$ cat src/rtl/window_vote_filter_pkg.sv
// Shared types and width helpers for the window vote filter.
// Widths are derived from window geometry so every instance agrees on them.
package window_vote_pkg;

  typedef enum logic [1:0] {
    VOTE_THRESH = 2'd0,
    VOTE_ERODE  = 2'd1,
    VOTE_DILATE = 2'd2,
    VOTE_BYPASS = 2'd3
  } vote_mode_e;

  // Bits needed to hold a column count 0..win_h.
  function automatic int cs_width(input int win_h);
    return $clog2(win_h + 1);
  endfunction

  // Bits needed to hold the full window count win_w*win_h.
  function automatic int sum_width(input int win_w, input int win_h);
    return $clog2(win_w * win_h + 1);
  endfunction

  // Simple-majority threshold used until the first frame start programs one.
  function automatic int default_thresh(input int win_w, input int win_h);
    return (win_w * win_h) / 2;
  endfunction

endpackage

$ cat src/rtl/window_vote_filter_col_popcount.sv
// Counts the set bits of one column slice; purely combinational.
// Latency 0; no flow control.
module col_popcount
  import window_vote_pkg::*;
#(
  parameter int WIN_H = 5,
  parameter int CS_W  = cs_width(WIN_H)
) (
  input  logic [WIN_H-1:0] i_col,
  output logic [CS_W-1:0]  o_cnt
);

  always_comb begin
    o_cnt = '0;
    for (int i = 0; i < WIN_H; i++) begin
      o_cnt = o_cnt + CS_W'(i_col[i]);
    end
  end

endmodule

$ cat src/rtl/window_vote_filter.sv
// Streaming 2-D vote filter: column counts, sliding WIN_W-column sum, vote, grid tags.
// Latency 2 cycles i_valid -> o_valid; never stalls, input gaps simply hold all state.
module window_vote_filter
  import window_vote_pkg::*;
#(
  parameter int WIN_W = 8,
  parameter int WIN_H = 5,
  parameter int COLS  = 160,
  parameter int ROWS  = 72,
  parameter int CS_W  = cs_width(WIN_H),
  parameter int SUM_W = sum_width(WIN_W, WIN_H),
  parameter int X_W   = $clog2(COLS),
  parameter int Y_W   = $clog2(ROWS)
) (
  input  logic             clk,
  input  logic             rstn,
  input  logic             i_valid,
  input  logic             i_sof,
  input  logic             i_sol,
  input  logic [WIN_H-1:0] i_col,
  input  logic [SUM_W-1:0] i_thresh,
  input  logic [1:0]       i_mode,
  output logic             o_valid,
  output logic             o_bit,
  output logic [SUM_W-1:0] o_sum,
  output logic [X_W-1:0]   o_x,
  output logic [Y_W-1:0]   o_y,
  output logic             o_eol,
  output logic             o_eof,
  output logic             o_ovf
);

  localparam logic [SUM_W-1:0] FULL_SUM = SUM_W'(WIN_W * WIN_H);
  localparam logic [SUM_W-1:0] DEF_TH   = SUM_W'(default_thresh(WIN_W, WIN_H));
  localparam logic [X_W-1:0]   X_MAX    = X_W'(COLS - 1);
  localparam logic [Y_W-1:0]   Y_MAX    = Y_W'(ROWS - 1);

  logic [CS_W-1:0] col_cnt;

  col_popcount #(
    .WIN_H (WIN_H),
    .CS_W  (CS_W)
  ) u_popcount (
    .i_col (i_col),
    .o_cnt (col_cnt)
  );

  // Stage 1: column count plus beat flags, and frame configuration.
  logic             s1_vld_q, s1_vld_d;
  logic             s1_sof_q, s1_sof_d;
  logic             s1_sol_q, s1_sol_d;
  logic             s1_ctr_q, s1_ctr_d;
  logic [CS_W-1:0]  s1_cnt_q, s1_cnt_d;
  logic [SUM_W-1:0] cfg_thresh_q, cfg_thresh_d;
  vote_mode_e       cfg_mode_q, cfg_mode_d;

  always_comb begin
    s1_vld_d     = i_valid;
    s1_sof_d     = s1_sof_q;
    s1_sol_d     = s1_sol_q;
    s1_ctr_d     = s1_ctr_q;
    s1_cnt_d     = s1_cnt_q;
    cfg_thresh_d = cfg_thresh_q;
    cfg_mode_d   = cfg_mode_q;
    if (i_valid) begin
      s1_sof_d = i_sof;
      // A frame start is also a line start.
      s1_sol_d = i_sof | i_sol;
      s1_ctr_d = i_col[WIN_H/2];
      s1_cnt_d = col_cnt;
      if (i_sof) begin
        cfg_thresh_d = i_thresh;
        cfg_mode_d   = vote_mode_e'(i_mode);
      end
    end
  end

  always_ff @(posedge clk or negedge rstn) begin
    if (!rstn) begin
      s1_vld_q     <= 1'b0;
      s1_sof_q     <= 1'b0;
      s1_sol_q     <= 1'b0;
      s1_ctr_q     <= 1'b0;
      s1_cnt_q     <= '0;
      cfg_thresh_q <= DEF_TH;
      cfg_mode_q   <= VOTE_THRESH;
    end else begin
      s1_vld_q     <= s1_vld_d;
      s1_sof_q     <= s1_sof_d;
      s1_sol_q     <= s1_sol_d;
      s1_ctr_q     <= s1_ctr_d;
      s1_cnt_q     <= s1_cnt_d;
      cfg_thresh_q <= cfg_thresh_d;
      cfg_mode_q   <= cfg_mode_d;
    end
  end

  // Stage 2: column history, running sum, coordinates and registered outputs.
  logic [WIN_W-1:0][CS_W-1:0] hist_q, hist_d;
  logic [SUM_W-1:0]           sum_q, sum_d;
  logic [X_W-1:0]             x_q, x_d;
  logic [Y_W-1:0]             y_q, y_d;
  logic                       seen_q, seen_d;
  logic                       ovf_q, ovf_d;
  logic                       valid_q, valid_d;
  logic                       bit_q, bit_d;
  logic                       eol_q, eol_d;
  logic                       eof_q, eof_d;

  always_comb begin
    hist_d  = hist_q;
    sum_d   = sum_q;
    x_d     = x_q;
    y_d     = y_q;
    seen_d  = seen_q;
    ovf_d   = ovf_q;
    valid_d = s1_vld_q;
    bit_d   = bit_q;
    eol_d   = eol_q;
    eof_d   = eof_q;
    if (s1_vld_q) begin
      seen_d = 1'b1;
      if (s1_sol_q) begin
        // Left-edge zero padding: the window restarts with only this column.
        hist_d    = '0;
        hist_d[0] = s1_cnt_q;
        sum_d     = SUM_W'(s1_cnt_q);
      end else begin
        for (int k = WIN_W - 1; k > 0; k--) begin
          hist_d[k] = hist_q[k-1];
        end
        hist_d[0] = s1_cnt_q;
        sum_d     = sum_q + SUM_W'(s1_cnt_q) - SUM_W'(hist_q[WIN_W-1]);
      end

      // Beats seen before any frame start count from the origin.
      if (s1_sof_q || !seen_q) begin
        x_d = '0;
        y_d = '0;
        if (s1_sof_q) begin
          ovf_d = 1'b0;
        end
      end else if (s1_sol_q) begin
        x_d = '0;
        if (y_q == Y_MAX) begin
          ovf_d = 1'b1;
        end else begin
          y_d = y_q + Y_W'(1);
        end
      end else if (x_q == X_MAX) begin
        ovf_d = 1'b1;
      end else begin
        x_d = x_q + X_W'(1);
      end

      eol_d = (x_d == X_MAX);
      eof_d = eol_d && (y_d == Y_MAX);

      case (cfg_mode_q)
        VOTE_THRESH: bit_d = (sum_d >= cfg_thresh_q);
        VOTE_ERODE:  bit_d = (sum_d == FULL_SUM);
        VOTE_DILATE: bit_d = (sum_d != '0);
        VOTE_BYPASS: bit_d = s1_ctr_q;
        default:     bit_d = 1'b0;
      endcase
    end
  end

  always_ff @(posedge clk or negedge rstn) begin
    if (!rstn) begin
      hist_q  <= '0;
      sum_q   <= '0;
      x_q     <= '0;
      y_q     <= '0;
      seen_q  <= 1'b0;
      ovf_q   <= 1'b0;
      valid_q <= 1'b0;
      bit_q   <= 1'b0;
      eol_q   <= 1'b0;
      eof_q   <= 1'b0;
    end else begin
      hist_q  <= hist_d;
      sum_q   <= sum_d;
      x_q     <= x_d;
      y_q     <= y_d;
      seen_q  <= seen_d;
      ovf_q   <= ovf_d;
      valid_q <= valid_d;
      bit_q   <= bit_d;
      eol_q   <= eol_d;
      eof_q   <= eof_d;
    end
  end

  assign o_valid = valid_q;
  assign o_bit   = bit_q;
  assign o_sum   = sum_q;
  assign o_x     = x_q;
  assign o_y     = y_q;
  assign o_eol   = eol_q;
  assign o_eof   = eof_q;
  assign o_ovf   = ovf_q;

endmodule

$ cat config.mk
export PLATFORM = sky130hd
export DESIGN_NAME = window_vote_filter
export DESIGN_NICKNAME = d
export VERILOG_FILES = /design/src/rtl/window_vote_filter_pkg.sv /design/src/rtl/window_vote_filter_col_popcount.sv /design/src/rtl/window_vote_filter.sv
export SDC_FILE = /design/constraint.sdc
export NUM_CORES = 1
export LEC_CHECK = 0
export CAP_MARGIN = 10
export CORE_ASPECT_RATIO = 0.75
export CORE_MARGIN = 8
export CORE_UTILIZATION = 55
export DETAILED_ROUTE_END_ITERATION = 16
export PLACE_DENSITY_LB_ADDON = 0.08
export SLEW_MARGIN = 5
export SYNTH_ARGS = -nofsm -noshare
export SYNTH_HDL_FRONTEND = slang
export SYNTH_SLANG_ARGS = --single-unit
export TNS_END_PERCENT = 10
$ cat constraint.sdc
create_clock -name clk -period 4.45 [get_ports clk]
set_input_delay 0.89 -clock clk [delete_from_list [all_inputs] [get_ports clk]]
set_output_delay 0.89 -clock clk [all_outputs]
set_load 0.01 [all_outputs]
==> metrics <==
outcome finished, final reports clean; Detailed Route Iter0 Violations 149; die area 0.009517 mm²; Final setup viols 0; Non-Filler Instances 500; Synth Cell Area 0.003646 mm²; reg2reg setup slack 0.99 ns; flops & latches, synth 66; RSZ-0062 raised after global routing false; dpl cells 484; Hold Path End hist_q[10]$_DFFE_PN0P_; met3 WL 513 µm; min-delay worst type reg -> reg; largest net degree at the start of global routing 46; final count of hold timing violations 0; Post-CTS Hold Buffers 0; Syn Inst Count 376; ys flop type dfrtp_1; Synth cell types 60; Congestion Overflow GR 0; final setup skew 0.008383 ns; Row Count 25; H-tree depth 3; number of max-cap violations 0; CP endpoint kind register; first-pass GRT wire length 13610 µm; # IOs 44; Clk pin slew, worst setup/hold paths 0.07 ns; WP data arrival 3.65 ns; Max Slew Vio Count 0; IO Port Bufs 43; fin crit share 77.71%; Peak VDD IR 0.2231 mV; antenna-violating nets left 0; CORE AREA 0.006350 mm²; WL met2 3407 µm; hold path startpoint hist_q[10]$_DFFE_PN0P_; post-CTS setup buffer count 0; Root Buffer clkbuf_8; reg2reg end o_bit$_DFFE_PN0P_; TritonCTS clock tree yes; sequential area share after synthesis 45.37%; Setup CP Type reg -> reg; n_diodes 0; area grow syn2layout 17.71%; synth warn 0; Final #Nets 453; Worst Setup Start Kind register; Die Y 86.51 µm; layout cells sized above 1 11.69%; Hold Crit Depth 2; DRC viols 0; Synthesized Nets 415; leading cell type in the layout, fill and taps excluded dfrtp_1; clk_lat worst skew 0.34 ns; Post-synth EDFFs 0; Pwr per Cell Area 432.8 mW/mm²; CTS buffer count 9; worst r2r src s1_cnt_q[1]$_DFFE_PN0P_; antenna violations before repair 0; Worst-Margin Slew 1.004 ns; Mapped Avg Cell Area 9.697 µm²; CP Data Required Time 4.64 ns; Clock Tree Buf Depth 2; hpwl dp 5679 µm; Vias per Instance 5.728; top sig layer met4; WL per Instance 16.00 µm; met1 wire length 3989 µm; final wirelength 7998 µm; worst-case reg-to-reg path depth 13; final instance area 0.004292 mm²; Initial Utilization 57.42%; FMAX 289.2 MHz; Die Wd 110.0 µm; Area after DPL 0.004096 mm²; via count 2864; slowest CP cell fa_1; peak fanout along the critical path 4; crit-path cells inv_1, fa_1, inv_1, fa_1, and3_1, or3_1, and3_1, ha_1, a21oi_1, o21ai_0, a21o_1, a21oi_1, o311ai_1; post_cts resized 0; routability cong. 0.8914; number of global-route vias before repair 2799; setup TNS 0 ns; DR pass1 iterations 4; CP max stage delay 0.50 ns; Final Power 1.857 mW; Lkg Pwr 1.868 nW; clock sink count 66; commonest cells after routing, fill and taps aside dfrtp_1, nand2_1, clkdlybuf4s50_1, inv_1, o21ai_0; total track usage 17.98%; Util after Layout 67.59%; Max-slew headroom 33.08%; Final Critical Period 3.458 ns; fraction of registers with async set/reset 100.0%
-- cells by family (layout without fill, tap and decap cells) --
logic type      Yosys count  after routing  share of synthesized area, %
flops                    66             66                         45.37
compound gates          104            104                         18.91
fa+ha+maj                21             21                         8.236
mux                      17             17                         5.182
xor+xnor                  6              6                         1.441
buf+inv                  59            102                         6.726
simple gates            103            103                         14.14
-- cells in the mapped netlist, types with 6 or more instances --
| library cell | count | area [µm²] |
|---|---|---|
| nor2_1 | 14 | 52.55 |
| inv_1 | 38 | 142.6 |
| nand3_1 | 17 | 85.08 |
| a21oi_1 | 23 | 115.1 |
| nand4_1 | 6 | 37.54 |
| o31ai_1 | 12 | 90.09 |
| clkbuf_1 | 12 | 45.04 |
| mux2_2 | 15 | 168.9 |
| dfrtp_1 | 64 | 1602 |
| nand2_1 | 42 | 157.7 |
| o21ai_0 | 30 | 150.1 |
| ha_1 | 16 | 200.2 |
-- state kept, by name, indices dropped and copies added, names as in the netlist --
register and cells:
cfg_thresh_q 6, cfg_mode_q 2, o_ovf 1, o_x 8, o_eof 1, s1_vld_q 1, hist_q 24, s1_sol_q 1
o_eol 1, s1_cnt_q 3, seen_q 1, s1_ctr_q 1, o_valid 1, s1_sof_q 1, o_sum 6, o_bit 1
o_y 7
-- routing by layer --
layer  GRT usage [%]  up-vias
li1                -     1405
met1           25.19     1370
met2           25.91       80
met3           5.041        9
met4           5.868        0
met5               0        -
-- per-stage QoR --
stage / setup WS, ns / hold slack, ns
after floorplan: 1.226 / 0.3745
after global placement: 1.159 / 0.4615
after detailed placement: 1.008 / 0.4667
after CTS: 0.9873 / 0.4824
after global routing: 0.7846 / 0.5200
final: 0.9921 / 0.4782
-- how the worst max path moves through the flow --
| stage | slack (ns) | startpoint | endpoint |
|---|---|---|---|
| final | 0.99 | s1_cnt_q[1]$_DFFE_PN0P_ | o_bit$_DFFE_PN0P_ |
| after global routing | 0.78 | s1_cnt_q[1]$_DFFE_PN0P_ | o_bit$_DFFE_PN0P_ |
| after CTS | 0.99 | s1_cnt_q[1]$_DFFE_PN0P_ | o_bit$_DFFE_PN0P_ |
| after detailed placement | 1.01 | s1_cnt_q[1]$_DFFE_PN0P_ | o_bit$_DFFE_PN0P_ |
| after global placement | 1.16 | s1_cnt_q[1]$_DFFE_PN0P_ | o_bit$_DFFE_PN0P_ |
| after floorplan | 1.23 | o_sum[1]$_DFFE_PN0P_ | o_bit$_DFFE_PN0P_ |
-- critical path: cells and delay by family (launching register included) --
family	cells	cell delay [ns]
DFF	1	0.39
adders and majority gates	3	1.26
AOI/OAI and AO/OA	5	0.71
and+or+nand+nor	3	0.80
buffers and inverters	2	0.16
-- power by group --
part	total, mW	leakage, nW	switching (mW)	internal (mW)
clock	0.495	0.103	0.223	0.272
sequential	0.738	0.853	0.0661	0.672
combinational	0.624	0.912	0.330	0.294
-- final cells by class --
class                           count  area [µm²]
Fill cell                         528        2058
Timing Repair Buffer               45       440.4
Clock buffer                       11       141.4
Inverter                           41       153.9
Sequential cell                    66        1654
Tap cell                           81       101.3
Clock inverter                      5       53.80
Multi-Input combinational cell    251        1747
No activity file was read; power rests on OpenSTA's default activity.
